[src/rtl/tff_down_counter_if.sv]
// Signal bundle for tff_down_counter: load/enable controls in, count status out.
// master drives load/load_val/en; slave (the counter) drives count/busy/tc/zero.
interface tff_down_counter_if #(
    parameter int WIDTH = 6
);
    logic             load;
    logic [WIDTH-1:0] load_val;
    logic             en;
    logic [WIDTH-1:0] count;
    logic             busy;
    logic             tc;
    logic             zero;

    modport master (
        output load, load_val, en,
        input  count, busy, tc, zero
    );

    modport slave (
        input  load, load_val, en,
        output count, busy, tc, zero
    );
endinterface

[src/rtl/tff_down_counter.sv]
// Loadable synchronous down-counter built from toggle stages on a borrow chain,
// with a one-cycle terminal-count pulse. Define TFF_DOWN_COUNTER_AUTO_RELOAD_EN for periodic reload.
module tff_down_counter #(
    parameter int WIDTH = 6
) (
    input  logic                clk,
    input  logic                clr,
    tff_down_counter_if.slave   bus
);
    typedef enum logic {
        IDLE = 1'b0,
        RUN  = 1'b1
    } state_e;

    state_e           state_q;
    logic [WIDTH-1:0] count_q;
    logic [WIDTH-1:0] count_d;
    logic [WIDTH-1:0] toggle;
    logic             tc_q;
    logic             step;
    logic             terminal;
    logic             borrow;

`ifdef TFF_DOWN_COUNTER_AUTO_RELOAD_EN
    logic [WIDTH-1:0] reload_q;
`endif

    assign step     = bus.en && (state_q == RUN);
    assign terminal = step && (count_q == WIDTH'(1));

    // Bit i toggles only while every lower bit is zero, which yields count-1.
    always_comb begin
        borrow = step;
        toggle = '0;
        for (int i = 0; i < WIDTH; i++) begin
            toggle[i] = borrow;
            borrow    = borrow & ~count_q[i];
        end
        count_d = count_q ^ toggle;
    end

    always_ff @(posedge clk) begin
        if (clr) begin
            count_q  <= '0;
            state_q  <= IDLE;
            tc_q     <= 1'b0;
`ifdef TFF_DOWN_COUNTER_AUTO_RELOAD_EN
            reload_q <= '0;
`endif
        end else if (bus.load) begin
            count_q  <= bus.load_val;
            state_q  <= (bus.load_val != '0) ? RUN : IDLE;
            tc_q     <= 1'b0;
`ifdef TFF_DOWN_COUNTER_AUTO_RELOAD_EN
            reload_q <= bus.load_val;
`endif
        end else if (terminal) begin
            tc_q    <= 1'b1;
`ifdef TFF_DOWN_COUNTER_AUTO_RELOAD_EN
            count_q <= reload_q;
            state_q <= RUN;
`else
            count_q <= '0;
            state_q <= IDLE;
`endif
        end else begin
            count_q <= count_d;
            tc_q    <= 1'b0;
        end
    end

    assign bus.count = count_q;
    assign bus.busy  = (state_q == RUN);
    assign bus.tc    = tc_q;
    assign bus.zero  = (count_q == '0);
endmodule

[src/flat_wrapper.sv]
// flat-port wrapper written by rule: the top's interface ports become plain ports
module tff_down_counter_flat 
#(
    parameter int WIDTH = 6
)
  (clk, clr, bus_load, bus_load_val, bus_en, bus_count, bus_busy, bus_tc, bus_zero);
  tff_down_counter_if #(.WIDTH(WIDTH)) bus_i ();
  input  logic clk;
  input  logic clr;
  input wire logic [$bits(bus_i.load)-1:0] bus_load;
  input wire logic [$bits(bus_i.load_val)-1:0] bus_load_val;
  input wire logic [$bits(bus_i.en)-1:0] bus_en;
  output wire logic [$bits(bus_i.count)-1:0] bus_count;
  output wire logic [$bits(bus_i.busy)-1:0] bus_busy;
  output wire logic [$bits(bus_i.tc)-1:0] bus_tc;
  output wire logic [$bits(bus_i.zero)-1:0] bus_zero;
  assign bus_i.load = bus_load;
  assign bus_i.load_val = bus_load_val;
  assign bus_i.en = bus_en;
  assign bus_count = bus_i.count;
  assign bus_busy = bus_i.busy;
  assign bus_tc = bus_i.tc;
  assign bus_zero = bus_i.zero;
  tff_down_counter #(.WIDTH(WIDTH)) u_core (.clk(clk), .clr(clr), .bus(bus_i));
endmodule
[config.mk]
export PLATFORM = sky130hd
export DESIGN_NAME = tff_down_counter_flat
export DESIGN_NICKNAME = d
export VERILOG_FILES = /design/src/rtl/tff_down_counter_if.sv /design/src/rtl/tff_down_counter.sv /design/src/flat_wrapper.sv
export SDC_FILE = /design/constraint.sdc
export NUM_CORES = 1
export LEC_CHECK = 0
export ABC_AREA = 1
export BUFFER_PORTS_ARGS = -buffer_cell sky130_fd_sc_hd__clkbuf_2
export CORE_AREA = 3 3 40 42
export DETAILED_ROUTE_END_ITERATION = 12
export DIE_AREA = 0 0 43 45
export SLEW_MARGIN = 0
export SYNTH_ARGS = -nofsm -noshare
export SYNTH_HDL_FRONTEND = slang
export SYNTH_SLANG_ARGS = --single-unit
[constraint.sdc]
create_clock -name clk -period 2 [get_ports clk]
set_input_delay 0.4 -clock clk [delete_from_list [all_inputs] [get_ports clk]]
set_output_delay 0.4 -clock clk [all_outputs]
set_load 0.03 [all_outputs]
# Yosys cells after proc, flatten, opt, wreduce, memory -nomap -nowiden
# Cells that the tools add are included.
[op_classes] eq_ne=1 n_bitwise=11 mux=6 reduce_logical=6
[ops] cell="two-way mux 6 bit" count=2
[ops] cell="equality test 6 x 1 -> 1 bit (second input constant)" count=1
[ops] cell="logical NOT 6 bit" count=1
[ops] cell="nonzero test 6 bit" count=1
[ops] cell="bitwise XOR 6 bit" count=1
[ops] cell="bitwise AND 1 bit" count=5
[ops] cell="NOT 1 bit" count=5
[ops] cell="two-way mux 1 bit" count=4
[ops] cell="logical AND 1 bit" count=2
[ops] cell="nonzero test 2 bit" count=1
[ops] cell="OR reduction 2 bit" count=1
[word_totals] in_bits=10 output_inout_bits=9 regBits=8

# Logic depth before layout (Yosys ltp)
[depth] depth_word=9 depth_mapped=10 mapped_depth_nobuf=10

# Worst setup path after synthesis
# No wires, ideal clock.
[synth_path] kind="register -> output" startpoint="reg u_core.count_q[5], in the netlist u_core.bus.count[5]" endpoint="out bus_zero" arrival_ns=1.520 setup_slack_ns=0.080 n_path_buf=0 path_stages_with_launch=4 cell_sequence="dfxtp_1 -> inv_1 -> nand2_2 -> nor4_1"
[synth_via] elab_chain_len=1
[synth_lines] element="start: declaration" line_no="tff_down_counter.sv:16" source="logic [WIDTH-1:0] count_q;"
[synth_lines] element="start signal: assignment" line_no="tff_down_counter.sv:51" source="count_q <= bus.load_val;"
[synth_lines] element="start signal: assignment" line_no="tff_down_counter.sv:67" source="count_q <= count_d;"
[synth_lines] element="logical NOT 6 bit" line_no="tff_down_counter.sv:75" source="assign bus.zero = (count_q == '0);"
[synth_lines] element="end: declaration" line_no="flat_wrapper.sv:16" source="output wire logic [$bits(bus_i.zero)-1:0] bus_zero;"
# Every way passes these cells.

# Final worst setup path
[layout_path] startpoint="reg u_core.count_q[0], in the netlist u_core.bus.count[0]" endpoint="reg u_core.count_q[5], in the netlist u_core.bus.count[5]"
[layout_via] elab_chain_len=9 elab_cells_between_ends=11
[layout_lines] element="NOT 1 bit" line_no="tff_down_counter.sv:37" source="borrow = borrow & ~count_q[i];"
[layout_lines] element="bitwise AND 1 bit (5 in series)" line_no="tff_down_counter.sv:37"
[layout_lines] element="bitwise XOR 6 bit" line_no="tff_down_counter.sv:39" source="count_d = count_q ^ toggle;"
[layout_lines] element="two-way mux 6 bit (*)" line_no="tff_down_counter.sv:57" source="end else if (terminal) begin"
[layout_lines] element="two-way mux 6 bit (*)" line_no="tff_down_counter.sv:50" source="end else if (bus.load) begin"
# Mark *: on every way between the ends. The rest lies on a longest branch, timed or not.
# A chain may end at the register's enable or synchronous reset.

==> impl_metrics.yaml <==
sta:
  relSlewSlack_pct: 85.3
  skew_ns: 0.00140
  final-setup-viol-count: 0
  holdWs_ns: 0.393
  slew_violations: 0
  rsz0062_at_grt: "no"
  final.period_utilization_pct: 89.7
  hold_viol: 0
  max_freq_ghz: 0.557
  setup_ws_ns: 0.206
  min_period_ns: 1.79
  setup_tns_ns: 0
  tightest_slew_ns: 0.219
power:
  power_frac_comb_pct: 25.3
  powerDensity_nw_per_um2: 694
  sw_frac_of_total_pct: 32.7
  vdd_ir_drop_max_mv: 0.237
  switching_power_uw: 133
  cellLeakagePower_nw: 0.337
  clkPwrFrac_pct: 31.4
  power.internal_uw: 274
  seqPwrFrac_pct: 43.3
finish:
  antennaDiodeCount: 0
  fillers: 152
  layout_common_cells: "18 x clkbuf_2, 10 x inv_1, 8 x nand2_1, 8 x nand3_1, 8 x dfxtp_1"
  syn_to_final_growth_pct: 26.4
  final_util_pct: 45.7
  multi_input_area_sq_um: 246
  drive_above_1_share_pct: 37.8
  seq_area_sq_um: 160
  final_nets: 99
  layout_commonest_cell: "clkbuf_2"
  fin_area_sq_um: 587
global_route:
  grt_max_degree: 10
  grt_pass1_vias: 415
  grtUsageTotal_pct: 12.5
  grt_pass1_wl_mm: 1.65
  overflow: 0
  antenna_found_initial: 0
setup_path:
  rr_worst_depth: 9
  cp-end-kind: "flop"
  worstSetupStartpoint: "u_core.bus.count[0]$_SDFF_PP0_"
  crit_arrival_ns: 1.98
  path_cells: "inv_1 > ha_1 > ha_1 > ha_1 > ha_1 > ha_1 > xor2_1 > nand3_1 > a21oi_1"
  crit_type: "reg -> reg"
  cpMostUsedCell: "ha_1"
  max_stage_delay_ns: 0.39
  cp_max_fo: 4
  required_ns: 2.19
  cpMaxStageDelayCell: "dfxtp_1"
  cp-start-kind: "flop"
  regToRegStartpoint: "u_core.bus.count[0]$_SDFF_PP0_"
clock_network:
  root_buffer: "clkbuf_4"
  clk_latency_ns: 0.26
  cts_tree: "built"
  postCtsHoldBufs: 0
  cts_sinks: 8
  clockBufferDepth: 2
  path_clk_slew_ns: 0.06
  cts_max_level: 1
  cts_setup_buffers: 0
  cts_buffers: 3
  cts_resized: 0
routing:
  drt_wl_total_microns: 999
  firstDrtPassIters: 5
  avgViaCountPerCell: 4.62
  initialDrtViolationCount: 11
  detail_route.wl_per_cell_microns: 10.3
  vias: 448
  route.detailed.drc: 0
  ant_nets: 0
run:
  maxCapViolations: 0
logic_synthesis:
  synthCells: 63
  synthSimpleGateAreaFrac_pct: 30.2
  synthXorXnorAreaFrac_pct: 1.89
  synth_mux_area_share_pct: 0
  synthDistinctLibCells: 16
  syn-cell-area_sq_um: 464
  synth_adder_area_share_pct: 13.5
  synth_compound_area_share_pct: 7.55
  ys_seq_area_share_pct: 34.5
  synth_fp_nets: 78
  synth_seq_cells: 8
  synth_top_family_by_area: "simple AND/OR/NAND/NOR gates"
  avgSynthCellArea_sq_um: 7.37
  synth-warning-count: 0
floorplanning:
  die_x_microns: 43
  row_count: 13
  die_area_sq_um: 1940
  start_util_pct: 36.1
  io_pins: 19
  die_y_microns: 45
  coreArea_sq_um: 1280
min_path:
  whs_path_depth: 3
  hold_path_class: "in -> reg"
  min-delay-start: "bus_load_val[0]"
placement:
  placed_area_sq_um: 564
  place_ws_ns: 0.0567
  port_buffers: 18
  dp_hpwl_microns: 783
  place_congestion: 0.720
outcome:
  status: "finished, final reports clean"
[layout make-up]
type | instances | area share [%]
Timing Repair Buffer | 18 | 15.4
Sequential cell | 8 | 27.3
Inverter | 13 | 8.32
Multi-Input combinational cell | 40 | 42.0
Clock buffer | 3 | 3.84
Tap cell | 15 | 3.20
[worst max-delay path: cells and delay by family (launching register included)]
family          cells  cell delay [ns]
xor+xnor            1             0.14
compound gates      1             0.13
fa+ha+maj           5             0.93
simple gates        1             0.09
flops               1             0.39
buf+inv             1             0.06
[power groups by stage]
stage	clock [mW]	sequential (mW)	combinational [mW]
floorplan	0	0.198	0.0558
global placement	0	0.180	0.104
detailed placement	0	0.180	0.104
CTS	0.131	0.177	0.105
global route	0.137	0.177	0.115
finish	0.128	0.176	0.103
[flip-flops by register name, summed over array words and instances, names as in the netlist]
name and flops:
u_core.bus.count 6, u_core.bus.busy 1, u_core.bus.tc 1
[path summary, 6_finish.rpt]
kind,endpoint,slack [ns]
setup / recovery,u_core.bus.count[5]$_SDFF_PP0_,0.21
hold / removal,u_core.bus.count[0]$_SDFF_PP0_,0.39
setup reg to reg,u_core.bus.count[5]$_SDFF_PP0_,0.21
hold reg to reg,u_core.bus.busy$_SDFFE_PP0P_,0.51
[cell usage after synthesis, drive strengths merged]
| master | count | area share [%] |
|---|---|---|
| ha | 5 | 13 |
| nand3 | 8 | 8.6 |
| xor2 | 1 | 1.9 |
| a21oi | 7 | 7.5 |
| nor3 | 1 | 2.2 |
| nor2 | 5 | 5.1 |
| nand2 | 12 | 13 |
| buf | 2 | 1.9 |
| inv | 13 | 11 |
| nor4 | 1 | 1.3 |
| dfxtp | 8 | 35 |
[cell families after synthesis]
logic type	count (synthesis)
compound gates	7
xor+xnor	1
fa+ha+maj	5
buf+inv	15
flops	8
simple gates	27
[through the flow]
stage | std cells | power [mW]
after floorplan | 63 | 0.254
after global placement | 94 | 0.284
after detailed placement | 94 | 0.284
after CTS | 97 | 0.413
after global routing | 97 | 0.430
final | 97 | 0.407
[per-layer routing]
layer / up-vias / track usage [%] / wire (microns)
li1: 239 / - / -
met1: 192 / 13.5 / 440
met2: 13 / 18.0 / 455
met3: 4 / 3.98 / 60
met4: 0 / 14.5 / 43
met5: - / 0 / 0
Note: power is estimated with default switching activity, not from simulation.
